### src/rtl/fifo_wr_arb_pkg.sv
// rtl/fifo_wr_arb_pkg.sv - shared state encoding and default sizing for fifo_wr_arb
package fifo_wr_arb_pkg;

    typedef enum logic {
        IDLE = 1'b0,
        LOCK = 1'b1
    } state_t;

    localparam int DEF_NREQ      = 4;
    localparam int DEF_DW        = 32;
    localparam int DEF_DEPTH     = 1024;
    localparam int DEF_MAX_BURST = 16;

endpackage

### src/rtl/fifo_wr_arb_rr_pick.sv
// rtl/fifo_wr_arb_rr_pick.sv - combinational rotate-priority pick: first valid index at or after ptr
module rr_pick #(
    parameter int NREQ = 4,
    parameter int IW   = (NREQ > 1) ? $clog2(NREQ) : 1
) (
    input  logic [NREQ-1:0] i_valid,
    input  logic [IW-1:0]   i_ptr,
    output logic [NREQ-1:0] o_onehot,
    output logic [IW-1:0]   o_idx,
    output logic            o_any
);

    logic [IW-1:0] cand;

    always_comb begin
        o_onehot = '0;
        o_idx    = '0;
        o_any    = 1'b0;
        cand     = '0;
        for (int i = 0; i < NREQ; i++) begin
            cand = IW'((int'(i_ptr) + i) % NREQ);
            if (!o_any && i_valid[cand]) begin
                o_any          = 1'b1;
                o_idx          = cand;
                o_onehot[cand] = 1'b1;
            end
        end
    end

endmodule

### src/rtl/fifo_wr_arb.sv
// rtl/fifo_wr_arb.sv - packet-locking round-robin write arbiter in front of a fifo_sync
// FIFO_WR_ARB_CNT_EN adds per-requester accepted-word counters on o_beat_cnt.
module fifo_wr_arb
    import fifo_wr_arb_pkg::*;
#(
    parameter int NREQ      = DEF_NREQ,
    parameter int DW        = DEF_DW,
    parameter int DEPTH     = DEF_DEPTH,
    parameter int MAX_BURST = DEF_MAX_BURST
) (
    input  logic                   i_clk,
    input  logic                   i_rst,
    input  logic [NREQ-1:0]        i_req_valid,
    input  logic [NREQ-1:0]        i_req_last,
    input  logic [NREQ*DW-1:0]     i_req_data,
    output logic [NREQ-1:0]        o_req_ready,
    output logic                   o_wr,
    output logic [DW-1:0]          o_data,
    input  logic                   i_full,
    input  logic [$clog2(DEPTH):0] i_fill,
    output logic [NREQ-1:0]        o_grant,
    output logic                   o_busy
`ifdef FIFO_WR_ARB_CNT_EN
    ,
    output logic [NREQ*32-1:0]     o_beat_cnt
`endif
);

    localparam int IW = (NREQ > 1) ? $clog2(NREQ) : 1;
    localparam int FW = $clog2(DEPTH) + 1;
    localparam int CW = $clog2(MAX_BURST + 1);

    state_t          state_q, state_d;
    logic [NREQ-1:0] grant_q, grant_d;
    logic [IW-1:0]   ptr_q, ptr_d;
    logic [CW-1:0]   cnt_q, cnt_d;
    logic            wr_q, wr_d;
    logic [DW-1:0]   data_q, data_d;

    logic            space;
    logic            accept;
    logic            burst_end;
    logic [NREQ-1:0] pick_valid;
    logic [NREQ-1:0] pick_onehot;
    logic [IW-1:0]   pick_idx;
    logic            pick_any;
    logic            sel_last;
    logic [DW-1:0]   sel_data;
    logic [CW-1:0]   cnt_inc;

    // The write registered last cycle has not reached i_fill yet, so count it here.
    assign space = !i_full &&
                   (({1'b0, i_fill} + (FW+1)'(wr_q)) < (FW+1)'(DEPTH));

    // While locked only the owner may compete; the pick then degenerates to that owner.
    assign pick_valid = (state_q == LOCK) ? (i_req_valid & grant_q) : i_req_valid;

    rr_pick #(
        .NREQ (NREQ),
        .IW   (IW)
    ) u_rr_pick (
        .i_valid  (pick_valid),
        .i_ptr    (ptr_q),
        .o_onehot (pick_onehot),
        .o_idx    (pick_idx),
        .o_any    (pick_any)
    );

    assign accept = space && pick_any && !i_rst;

    always_comb begin
        sel_data = '0;
        for (int k = 0; k < NREQ; k++) begin
            if (pick_onehot[k]) begin
                sel_data = i_req_data[k*DW +: DW];
            end
        end
    end

    assign sel_last  = |(i_req_last & pick_onehot);
    assign cnt_inc   = (state_q == LOCK) ? (cnt_q + 1'b1) : CW'(1);
    assign burst_end = sel_last || (cnt_inc == CW'(MAX_BURST));

    always_comb begin
        state_d = state_q;
        grant_d = grant_q;
        ptr_d   = ptr_q;
        cnt_d   = cnt_q;
        wr_d    = 1'b0;
        data_d  = data_q;
        if (accept) begin
            wr_d   = 1'b1;
            data_d = sel_data;
            if (burst_end) begin
                state_d = IDLE;
                grant_d = '0;
                cnt_d   = '0;
                ptr_d   = (pick_idx == IW'(NREQ - 1)) ? '0 : (pick_idx + 1'b1);
            end else begin
                state_d = LOCK;
                grant_d = pick_onehot;
                cnt_d   = cnt_inc;
            end
        end
    end

    always_ff @(posedge i_clk) begin
        if (i_rst) begin
            state_q <= IDLE;
            grant_q <= '0;
            ptr_q   <= '0;
            cnt_q   <= '0;
            wr_q    <= 1'b0;
            data_q  <= '0;
        end else begin
            state_q <= state_d;
            grant_q <= grant_d;
            ptr_q   <= ptr_d;
            cnt_q   <= cnt_d;
            wr_q    <= wr_d;
            data_q  <= data_d;
        end
    end

    assign o_req_ready = accept ? pick_onehot : '0;
    assign o_wr        = wr_q;
    assign o_data      = data_q;
    assign o_grant     = grant_q;
    assign o_busy      = (state_q == LOCK);

`ifdef FIFO_WR_ARB_CNT_EN
    logic [31:0] beat_cnt_q [NREQ];
    logic [31:0] beat_cnt_d [NREQ];

    always_comb begin
        for (int k = 0; k < NREQ; k++) begin
            beat_cnt_d[k] = beat_cnt_q[k] + {31'd0, o_req_ready[k]};
        end
    end

    always_ff @(posedge i_clk) begin
        for (int k = 0; k < NREQ; k++) begin
            if (i_rst) begin
                beat_cnt_q[k] <= '0;
            end else begin
                beat_cnt_q[k] <= beat_cnt_d[k];
            end
        end
    end

    always_comb begin
        o_beat_cnt = '0;
        for (int k = 0; k < NREQ; k++) begin
            o_beat_cnt[k*32 +: 32] = beat_cnt_q[k];
        end
    end
`endif

endmodule

### config.mk
export PLATFORM = sky130hd
export DESIGN_NAME = fifo_wr_arb
export DESIGN_NICKNAME = d
export VERILOG_FILES = /design/src/rtl/fifo_wr_arb_pkg.sv /design/src/rtl/fifo_wr_arb_rr_pick.sv /design/src/rtl/fifo_wr_arb.sv
export SDC_FILE = /design/constraint.sdc
export NUM_CORES = 1
export LEC_CHECK = 0
export CAP_MARGIN = 5
export CORE_MARGIN = 2
export CORE_UTILIZATION = 36
export CTS_BUF_LIST = sky130_fd_sc_hd__clkbuf_4
export CTS_CLUSTER_SIZE = 20
export DETAILED_ROUTE_END_ITERATION = 8
export PLACE_DENSITY = 0.79
export SLEW_MARGIN = 20
export SYNTH_ARGS = -nofsm -noshare
export SYNTH_HDL_FRONTEND = slang
export SYNTH_SLANG_ARGS = --single-unit
export TNS_END_PERCENT = 100
### constraint.sdc
create_clock -name i_clk -period 2.97 [get_ports i_clk]
set_input_delay 0.594 -clock i_clk [delete_from_list [all_inputs] [get_ports i_clk]]
set_output_delay 0.594 -clock i_clk [all_outputs]
set_load 0.02 [all_outputs]
==> run summary <==
Critical Path RT = 2.38 ns
Critical Path Fanout Max = 4
Post-Layout Cell Count = 798
total grt overflow = 0
clock tree buffer depth = 2
Root Buffer = clkbuf_4
status = finished with violations
Vias = 4,556
first-pass GRT wire length = 21,100 um
Post-synth ARST share = 0
Synth area leaders = dfxtp_1 (26%), a211oi_1 (7.6%), o311ai_1 (7.6%)
RSZ-0062 raised after global routing = yes
Hold Startpoint = cnt_q[1]
Hold Path Sink = cnt_q[1]
hold depth = 2
worst r2r dst = cnt_q[2]
Final Cycle Share = 1.03
count of pins over their slew limit = 0
share of layout cells above drive strength 1 = 0.238
fraction of synthesized cell area taken by the top area cell type = 0.262
final setup vio count = 4
GRT Util Overall = 0.254
drt pass-1 iters = 4
clock latency on the worst-skew pair = 0.36 ns
final WL = 14,700 um
H-tree lvl count = 2
initial antenna violation count = 0
P_int = 1.52 mW
top cell type by total area after synthesis = dfxtp_1
Reg2Reg Setup Slack = -0.02 ns
worst hold path type = reg2reg
pin count of the biggest net entering global routing = 66
Final ANT Viol Nets = 0
row count = 35
Antenna diodes = 0
Post-Syn Area = 3440 sq um
worst reg2reg path depth = 13
sequential power share = 0.263
PortBufs = 191
Crit. End Element = output pin
Post-Route Skew = 0.0116 ns
synthesis-to-layout area growth = 91.2%
fillers = 709
Logic pwr share = 0.617
DP HPWL = 10,400 um
number of global-route vias before repair = 4,450
MaxCap Viol Count = 0
FF+latch count, synth = 45
Synth Warn # = 0
switch share = 0.398
failing checks = negative setup slack
slew margin rel. = 0.608
1st-iter DRT viols = 210
final RePlAce weighted congestion = 0.947
cts bufs inserted = 5
Synth Area per Inst = 7.51 sq um
Multi-input gate area = 2860 sq um
most frequent cells in the layout = clkdlybuf4s50_1 (182), dfxtp_1 (43), buf_4 (42)
Clock transition at path regs = 0.14 ns
worst slew pin tran = 0.588 ns
Post-Place Cells = 783
Post-Synthesis Net Count = 616
CP startpoint kind = flip-flop
P_leak = 2.43 nW
Post-synth EDFFs = 0
Cell variety after synth = 48
Top FF cell, synth = dfxtp_1
WP data arrival = 2.47 ns
clock sink count = 45
Final WS setup = -0.0985 ns
NumNets Final = 827
die area = 10,400 sq um
hold violation total from the final report = 0
register area = 906 sq um
Via-to-Cell Ratio = 5.71
fin crit period = 3.07 ns
Max VDD drop = 0.221 mV
Initial Util = 0.372
CTS tree = built
Syn Inst Count = 458
NetSw = 1.00 mW
Util after Layout = 0.712
clock share of power = 0.120
Seq/Total Area, Yosys = 0.262
die height = 102 um
fmax = 326 MHz
crit path kind = reg2out
Core Area = 9240 sq um
pwr/cell area = 383 nW/um^2
Die W = 102 um
IO Pins = 192
WL/cell = 18.4 um
commonest non-fill, non-tap cell in the layout = clkdlybuf4s50_1
DRC = 0
[worst max-delay path, stage by stage, from the launching register on]
cell and delay (ns):
dfxtp_4 0.39, buf_8 0.14, mux2i_4 0.20, buf_6 0.14
a211oi_4 0.24, a211oi_2 0.09, buf_4 0.16, a22o_4 0.24
a221oi_4 0.28, nor2_2 0.08, buf_6 0.14
[synthesized netlist by cell type (9+ instances only)]
master	instances
a21oi_1	45
dfxtp_1	45
nor2_1	45
inv_1	41
a211oi_1	35
o211ai_1	32
o21ai_0	31
o311ai_1	30
clkbuf_1	29
nand2_1	18
nand3_1	9
[logic make-up (layout without fill, tap and decap cells)]
logic type / Yosys count / after routing / synth area share
XOR/XNOR: 3 / 3 / 0.00764
buffers and inverters: 85 / 296 / 0.100
flip-flops: 45 / 45 / 0.262
multiplexers: 10 / 10 / 0.0306
adder cells (fa/ha/maj): 8 / 8 / 0.0291
AND/OR/NAND/NOR: 94 / 94 / 0.123
AO/OA/AOI/OAI: 213 / 213 / 0.447
[power by group through the flow]
stage                     Combinational (mW)  Sequential (mW)  Clock (mW)
final                                   1.56            0.663       0.303
after detailed placement                1.16            0.674           0
after floorplan                        0.615            0.706           0
after global routing                    1.65            0.667       0.333
after CTS                               1.23            0.662       0.309
after global placement                  1.14            0.671           0
[registers in the layout, summed over array words and instances (netlist names), named ones only]
name	flops
ptr_q	1
cnt_q	5
o_grant	4
o_wr	1
o_busy	1
o_data	32
[metal layers]
layer	GRT usage	routed length [um]	vias to the layer above
met2	0.453	7700	210
met3	0.0559	1130	28
met4	0.0707	297	0
met5	0	0	-
met1	0.307	5570	2175
li1	-	-	2143
[worst max path at each step]
stage                                end  slack (ns)      startpoint  depth (start not counted)
final                     o_req_ready[3]        -0.1       flip-flop                         10
after global placement    o_req_ready[3]       -0.53  i_req_valid[3]                          8
after global routing      o_req_ready[3]       -0.15       flip-flop                         10
after floorplan           o_req_ready[2]       -0.04       flip-flop                         11
after detailed placement  o_req_ready[3]       -0.59  i_req_valid[3]                          8
after CTS                 o_req_ready[3]       -0.04       flip-flop                          9
[metrics by stage]
step | instance area [sq um] | worst slack [ns] | setup TNS, ns | power, mW | hold WS (ns)
3_3_place_gp | 5760 | -0.534 | -19.82 | 1.81 | 0.470
3_5_place_dp | 5760 | -0.588 | -24.40 | 1.83 | 0.484
4_1_cts | 5990 | -0.0396 | -0.0460 | 2.20 | 0.502
5_1_grt | 6580 | -0.153 | -2.94 | 2.65 | 0.531
6_report | 6580 | -0.0985 | -0.132 | 2.52 | 0.510
2_1_floorplan | 3450 | -0.0420 | -0.0420 | 1.32 | 0.449
[layout make-up]
type	count	area share
repair buffers	248	0.372
well taps	129	0.0245
clock buffers	6	0.00685
clock inverters	1	0.00133
multi-input cells	328	0.434
inverters	41	0.0234
flip-flops and latches	45	0.138
[what timing repair did]
item	CTS	global route
pin swaps	14	53
gates cloned	0	0
gates resized for setup	56	89
buffers inserted	3	5
endpoints found under the setup margin	47	47
hold buffers	0	0
Power figures use the tool's default switching activity.
